## src/rtl/signed_bcd_scan_ctrl.sv

```systemverilog
// Signed byte -> sign + 3 BCD digits via serial double-dabble, scanned onto a 4-digit 7-seg display.
// Optional build macro LEADING_ZERO_BLANK_EN blanks leading zero hundreds/tens digits.
module signed_bcd_scan_ctrl #(
  parameter int unsigned SCAN_DIV = 50000
) (
  input  logic       i_clk,
  input  logic       i_rst,
  input  logic       i_load,
  input  logic [7:0] i_value,
  output logic       o_busy,
  output logic       o_done,
  output logic [3:0] o_an,
  output logic [6:0] o_seg
);

  localparam int unsigned DivW = $clog2(SCAN_DIV);
  localparam logic [DivW-1:0] DivMax = DivW'(SCAN_DIV - 1);
  localparam logic [6:0] SegBlank = 7'b1111111;
  localparam logic [6:0] SegMinus = 7'b0111111;

  typedef enum logic [0:0] {StIdle, StConv} state_e;

  state_e          r_state;
  logic [2:0]      r_bit_cnt;
  logic [7:0]      r_mag;
  logic [3:0]      r_hund, r_tens, r_ones;
  logic            r_sign;
  logic [3:0]      r_disp_hund, r_disp_tens, r_disp_ones;
  logic            r_disp_sign;
  logic            r_done;
  logic [DivW-1:0] r_div;
  logic [1:0]      r_idx;

  logic [3:0]  w_hund_adj, w_tens_adj, w_ones_adj;
  logic [19:0] w_shift;
  logic [7:0]  w_mag_in;

  function automatic logic [3:0] add3(input logic [3:0] n);
    return (n >= 4'd5) ? n + 4'd3 : n;
  endfunction

  function automatic logic [6:0] dec7(input logic [3:0] n);
    logic [6:0] s;
    case (n)
      4'd0:    s = 7'b1000000;
      4'd1:    s = 7'b1111001;
      4'd2:    s = 7'b0100100;
      4'd3:    s = 7'b0110000;
      4'd4:    s = 7'b0011001;
      4'd5:    s = 7'b0010010;
      4'd6:    s = 7'b0000010;
      4'd7:    s = 7'b1111000;
      4'd8:    s = 7'b0000000;
      4'd9:    s = 7'b0011000;
      default: s = SegBlank;
    endcase
    return s;
  endfunction

  assign w_hund_adj = add3(r_hund);
  assign w_tens_adj = add3(r_tens);
  assign w_ones_adj = add3(r_ones);
  // {hund,tens,ones,mag} shifted left by one after the add-3 correction
  assign w_shift    = {w_hund_adj[2:0], w_tens_adj, w_ones_adj, r_mag, 1'b0};
  assign w_mag_in   = i_value[7] ? (~i_value + 8'd1) : i_value;

  always_ff @(posedge i_clk) begin
    if (i_rst) begin
      r_state     <= StIdle;
      r_bit_cnt   <= 3'd0;
      r_mag       <= 8'd0;
      r_hund      <= 4'd0;
      r_tens      <= 4'd0;
      r_ones      <= 4'd0;
      r_sign      <= 1'b0;
      r_disp_hund <= 4'd0;
      r_disp_tens <= 4'd0;
      r_disp_ones <= 4'd0;
      r_disp_sign <= 1'b0;
      r_done      <= 1'b0;
    end else begin
      r_done <= 1'b0;
      case (r_state)
        StIdle: begin
          if (i_load) begin
            r_state   <= StConv;
            r_bit_cnt <= 3'd0;
            r_sign    <= i_value[7];
            r_mag     <= w_mag_in;
            r_hund    <= 4'd0;
            r_tens    <= 4'd0;
            r_ones    <= 4'd0;
          end
        end
        StConv: begin
          r_hund    <= w_shift[19:16];
          r_tens    <= w_shift[15:12];
          r_ones    <= w_shift[11:8];
          r_mag     <= w_shift[7:0];
          r_bit_cnt <= r_bit_cnt + 3'd1;
          if (r_bit_cnt == 3'd7) begin
            r_disp_hund <= w_shift[19:16];
            r_disp_tens <= w_shift[15:12];
            r_disp_ones <= w_shift[11:8];
            r_disp_sign <= r_sign;
            r_done      <= 1'b1;
            r_state     <= StIdle;
          end
        end
        default: r_state <= StIdle;
      endcase
    end
  end

  always_ff @(posedge i_clk) begin
    if (i_rst) begin
      r_div <= '0;
      r_idx <= 2'd0;
    end else if (r_div == DivMax) begin
      r_div <= '0;
      r_idx <= r_idx + 2'd1;
    end else begin
      r_div <= r_div + 1'b1;
    end
  end

  assign o_busy = (r_state == StConv);
  assign o_done = r_done;
  assign o_an   = ~(4'b0001 << r_idx);

  always_comb begin
    o_seg = SegBlank;
    unique case (r_idx)
      2'd0: o_seg = dec7(r_disp_ones);
      2'd1: begin
        o_seg = dec7(r_disp_tens);
`ifdef LEADING_ZERO_BLANK_EN
        if (r_disp_hund == 4'd0 && r_disp_tens == 4'd0) o_seg = SegBlank;
`endif
      end
      2'd2: begin
        o_seg = dec7(r_disp_hund);
`ifdef LEADING_ZERO_BLANK_EN
        if (r_disp_hund == 4'd0) o_seg = SegBlank;
`endif
      end
      2'd3: o_seg = r_disp_sign ? SegMinus : SegBlank;
    endcase
  end

endmodule

```

## config.mk

```make
export PLATFORM = sky130hd
export DESIGN_NAME = signed_bcd_scan_ctrl
export DESIGN_NICKNAME = d
export VERILOG_FILES = /design/src/rtl/signed_bcd_scan_ctrl.sv
export SDC_FILE = /design/constraint.sdc
export NUM_CORES = 1
export LEC_CHECK = 0
export CORE_AREA = 2 2 77 109
export CTS_CLUSTER_SIZE = 40
export DETAILED_ROUTE_END_ITERATION = 10
export DIE_AREA = 0 0 79 111
export GPL_TIMING_DRIVEN = 0
export HOLD_SLACK_MARGIN = 0.12
export PLACE_DENSITY = 0.75
export SLEW_MARGIN = 20
export SYNTH_ARGS = -nofsm -noshare
export SYNTH_HDL_FRONTEND = slang
export SYNTH_SLANG_ARGS = --single-unit
```

## constraint.sdc

```tcl
create_clock -name i_clk -period 2.69 [get_ports i_clk]
set_input_delay 0.4035 -clock i_clk [delete_from_list [all_inputs] [get_ports i_clk]]
set_output_delay 0.4035 -clock i_clk [all_outputs]
set_load 0.1 [all_outputs]
```

Word-level counts from Yosys, hierarchy flattened

Memories as Yosys holds them, arrays and structs flattened. A register that Yosys moved wholly into a read port is not among the register bits.
Cells that the tools add are included.
W data, S select, Z words.

Flip-flop bits (word level): 57
Bits in read-only memories: 336
Bits of input ports: 11
Output and inout port bits: 13
Memories: 3

Memory list:

| name             | words | bits a word | read ports | clocked after memory_dff | wr ports | line | RTL |
|---|---|---|---|---|---|---|---|
| (name not given) | 16    | 7           | 1          | 1                        | 0        | 44   | `case (n)` |
| (name not given) | 16    | 7           | 1          | 1                        | 0        | 44   |  |
| (name not given) | 16    | 7           | 1          | 1                        | 0        | 44   |  |

Add/sub/neg operators: 7
Magnitude comparators: 3
Equal/unequal tests: 6
Shifts and indexed selects: 1
Mux-type cells: 24
Bitwise gates (word level): 3
Reductions and logical operators: 5

Operators with widths:

| cell                    | number |
|---|---|
| $mux W4                 | 9 |
| $pmux W7 S4             | 1 |
| $pmux W4 S2             | 3 |
| $add A16 B1 Y16 const B | 1 |
| $eq A16 B16 Y1 const B  | 1 |
| $mux W8                 | 2 |
| $pmux W8 S2             | 1 |
| $ge A4 B3 Y1 const B    | 3 |
| $add A4 B2 Y4 const B   | 2 |
| $add A8 B1 Y8 const B   | 1 |
| $not A8 Y8              | 1 |
| $mux W7                 | 1 |
| $mux W3                 | 2 |
| $pmux W3 S2             | 1 |
| $eq A2 B2 Y1 const B    | 2 |
| $not A4 Y4              | 1 |
| $reduce_and A2 Y1       | 2 |
| $reduce_or A2 Y1        | 2 |
| $shl A1 B2 Y4 const A   | 1 |
| $add A3 B1 Y3 const B   | 1 |
| $add A3 B2 Y3 const B   | 1 |
| $eq A3 B3 Y1 const B    | 1 |
| $mux W1                 | 3 |
| $add A2 B1 Y2 const B   | 1 |
| other kinds (5)         | 5 |

Longest topological paths before layout

Depth in word-level cells: 5
Mapped depth: 11
Gate-level depth less buffers: 11

Worst setup path before layout

Ideal clock, no wire load.

Path kind: register -> register
Start point: register r_state, in the netlist o_busy
End point: register (tool-made name)
Library setup time: 0.072 ns
Arrival: 2.549 ns
Data required time: 2.618 ns
Slack: 0.069 ns
Stages on the path, launching flop included: 10
Clock period less this slack: 2.621 ns
Cell sequence: dfxtp_1 -> buf_4 -> nand3b_4 -> buf_4 -> o31ai_2 -> inv_1 -> ha_1 -> o21ai_0 -> o21ai_0 -> mux2i_1

RTL lines:

| item                     | line | RTL |
|---|---|---|
| start: declaration       | 23   | `state_e r_state;` |
| start signal: assignment | 69   | `r_state <= StIdle;` |
| start signal: assignment | 86   | `r_state <= StConv;` |
| start signal: assignment | 107  | `r_state <= StIdle;` |

Worst setup path after layout

Start point: register r_idx[0]
End point: output o_an[0]

Cells in the longest elaborated chain, start to end: 2

RTL lines:

| item                     | line | RTL |
|---|---|---|
| start: declaration       | 32   | `logic [1:0] r_idx;` |
| start signal: assignment | 121  | `r_idx <= r_idx + 2'd1;` |
| $shl A1 B2 Y4            | 129  | `assign o_an = ~(4'b0001 << r_idx);` |
| $not A4 Y4               | 129  |  |
| end: declaration         | 12   | `output logic [3:0] o_an,` |

Every way passes these cells.

==> results.md <==
- Critical Path, Cell by Cell: inv_1 -> ha_1 -> inv_1 -> clkdlybuf4s50_1
- DRT iter0 DRCs: 198
- Rel. slew slack: 33.5%
- Crit path launch type: flop
- WP data required: 2.29 ns
- DP Area: 4530 sq um
- YS warnings: 0
- Slowest cell on crit path: clkdlybuf4s50_1
- Clock buffer depth: 2
- Largest net degree at the start of global routing: 15
- Die area: 8770 sq um
- Tcrit/Tclk final: 96.4%
- Final wirelength: 8660 microns
- Final Hold Vio Count: 0
- Syn-to-layout area delta: 14.9%
- Vias after detailed routing: 3439
- CTS tree: yes
- Port buffer count: 22
- Clk_skew: 0.00714 ns
- Layout Cells excl Fill: 620
- Setup bufs post-CTS: 0
- Synth Flop Type: dfxtp_1
- Global route total overflow: 0
- Cells after synthesis: 480
- Core Footprint: 7910 sq um
- M1 WL: 3420 microns
- Sum Neg Setup Slack: 0 ns
- All-Layer GR Usage: 21.2%
- Most frequent cells in the layout: dfxtp_1 (77), nor2_1 (56), inv_1 (32), a21oi_1 (32), nand2_1 (31)
- Row count: 39
- CP bufs+invs: 3
- Drc violations: 0
- Final slew viol count: 0
- Fill cells: 691
- Placer congestion estimate: 0.817
- Setup-failing EPs final: 0
- Hold WS: 0.440 ns
- Sequential-to-total area share from yosys stat: 37.4%
- Critical path type: reg2out
- F_max: 386 MHz
- Minimum clock period: 2.59 ns
- Clk Latency, worst-skew pair: 0.34 ns
- Dpl cells: 604
- CP arrival: 2.19 ns
- Clk root buf: clkbuf_16
- Vias per inst: 5.55
- Most frequent CP cell: inv_1
- EDFF count, synth: 0
- Met2 WL post-DR: 4720 microns
- Maximum vdd drop: 0.398 mV
- LEAKAGE: 1.95 nW
- Syn_nets: 521
- Vias in the first global route: 3312
- Hold_buf cts: 0
- Critical path fanouts, max: 4
- Synth unique cells: 64
- Final design instance area without fill: 4800 sq um
- Hold/Removal Path Class: reg2reg
- ANT cells: 0
- Pwr/cell area: 527 nW/um^2
- Max cap viols: 0
- Final ANT Viol Nets: 0
- Layout cells sized above 1: 12.9%
- Flop and latch count out of synthesis: 78
- Share of the synthesized area in the top cell type: 37.4%
- First-pass GRT wire length: 14700 microns
- Largest cells by area after synthesis: dfxtp_1 (37%), ha_1 (9.0%), nor2_1 (5.0%), a21oi_1 (3.8%), xnor2_1 (3.6%)
- Tightest Pin Transition: 0.994 ns
- Met3 routed WL: 311 microns
- Ys async rst share: 0%
- CP endpoint kind: output pin
- TritonCTS buffer count: 9
- Delay-heaviest family, CP: buffers and inverters
- Die X: 79 microns
- Avg WL per Cell: 14.0 microns
- Unrepaired setup endpoints after global routing: no
- Synth Cell Area: 4180 sq um
- Clock-pin slew of the registers on the worst-case setup and hold paths: 0.06 ns
- Slack of the worst reg-to-reg path: 0.16 ns
- Clk sinks: 78
- Die H: 111 microns
- Drt pass-1 iters: 4
- Post-synth top area cell: dfxtp_1
- # nets final: 554
- Outcome: complete, no violations
- Post-route setup slack: 0.0966 ns
- Num ports: 24
- Slowest stage delay, CP: 1.11 ns
- Most common cell after layout, fill and taps aside: dfxtp_1
- Top sig layer: met4
- Final HPWL DP: 6630 microns
- Initial antenna violation count: 0
- Starting Density: 52.8%
- Synth Area per Inst: 8.70 sq um
- CTS HTree Levels: 3
- Dpl ws: -0.234 ns
through the flow:
| step | utilization (%) | total power, mW |
|---|---|---|
| 4_1_cts | 60.6 | 2.55 |
| 3_3_place_gp | 57.2 | 1.34 |
| 2_1_floorplan | - | 1.29 |
| 5_1_grt | 60.7 | 2.61 |
| 3_5_place_dp | 57.2 | 1.34 |
| 6_report | 60.7 | 2.53 |
worst paths after layout:
path,start,end,cells after the start
setup / recovery,r_idx[0]$_SDFFE_PP0P_,o_an[0],4
setup reg to reg,r_bit_cnt[0]$_SDFFE_PP0P_,flop,11
hold reg to reg,r_div[0]$_SDFF_PP0_,r_div[0]$_SDFF_PP0_,1
hold / removal,r_div[0]$_SDFF_PP0_,r_div[0]$_SDFF_PP0_,1
final cells by class:
type / count / area [sq um] / share of cell area [%]
Clock inverter: 6 / 70.1 / 1.46
Inverter: 39 / 146 / 3.05
Timing Repair Buffer: 22 / 188 / 3.91
Multi-Input combinational cell: 343 / 2390 / 49.7
Buffer: 20 / 90.1 / 1.88
Tap cell: 102 / 128 / 2.66
Sequential cell: 78 / 1560 / 32.6
Clock buffer: 10 / 229 / 4.77
routing by layer:
layer	vias up	global-route usage, %
li1	1740	-
met1	1618	22.5
met2	61	39.1
met3	20	4.72
met4	0	8.97
met5	-	0
cells in the mapped netlist (2+ instances only):
| library cell | instances |
|---|---|
| dfxtp_1 | 78 |
| nor2_1 | 56 |
| a21oi_1 | 32 |
| inv_1 | 32 |
| nand2_1 | 31 |
| ha_1 | 30 |
| o21ai_0 | 20 |
| xnor2_1 | 17 |
| mux2i_1 | 13 |
| nor3_1 | 13 |
| clkbuf_1 | 11 |
| nand3_1 | 10 |
| and2_1 | 9 |
| o31ai_1 | 9 |
| mux2_2 | 7 |
| a211oi_1 | 6 |
| a221o_1 | 6 |
| and3_1 | 6 |
| buf_2 | 5 |
| inv_2 | 5 |
| nand2b_1 | 5 |
| or2_2 | 5 |
| xor2_1 | 5 |
| a211o_1 | 4 |
| a22oi_1 | 4 |
| a2bb2oi_1 | 4 |
| a31oi_1 | 4 |
| nor4_1 | 3 |
| o21ba_2 | 3 |
| o221ai_1 | 3 |
| or3_1 | 3 |
| a211oi_2 | 2 |
| a311oi_1 | 2 |
| and2b_1 | 2 |
| buf_4 | 2 |
| clkinv_1 | 2 |
| nor2b_1 | 2 |
| o21ai_2 | 2 |
| o31ai_2 | 2 |
where the power goes:
group	total, mW	switching, mW	internal [mW]
registers	1.18	0.0112	1.17
clock network	1.21	0.489	0.723
logic	0.133	0.0826	0.0504
worst reg2reg max path: cells and delay by family, from the launching register on:
| family | cells | cell delay (ns) |
|---|---|---|
| compound gates | 5 | 0.84 |
| simple gates | 1 | 0.15 |
| flops | 1 | 0.32 |
| fa+ha+maj | 3 | 0.68 |
| buf+inv | 2 | 0.44 |
cells by family after synthesis:
group | after synthesis | share of synthesized area [%]
and+or+nand+nor | 156 | 18.4
AOI/OAI and AO/OA | 115 | 19.9
adders and majority gates | 30 | 8.98
xor gates and xnor gates | 22 | 4.61
DFF | 78 | 37.4
muxes | 20 | 5.00
buffers and inverters | 59 | 5.66
timing repair:
action | CTS | global route
resized for setup | 35 | 6
endpoints found under the setup margin | 9 | 7
cloned | 0 | 0
endpoints found under the hold margin | 0 | 0
Note: power is estimated with default switching activity, not from simulation.
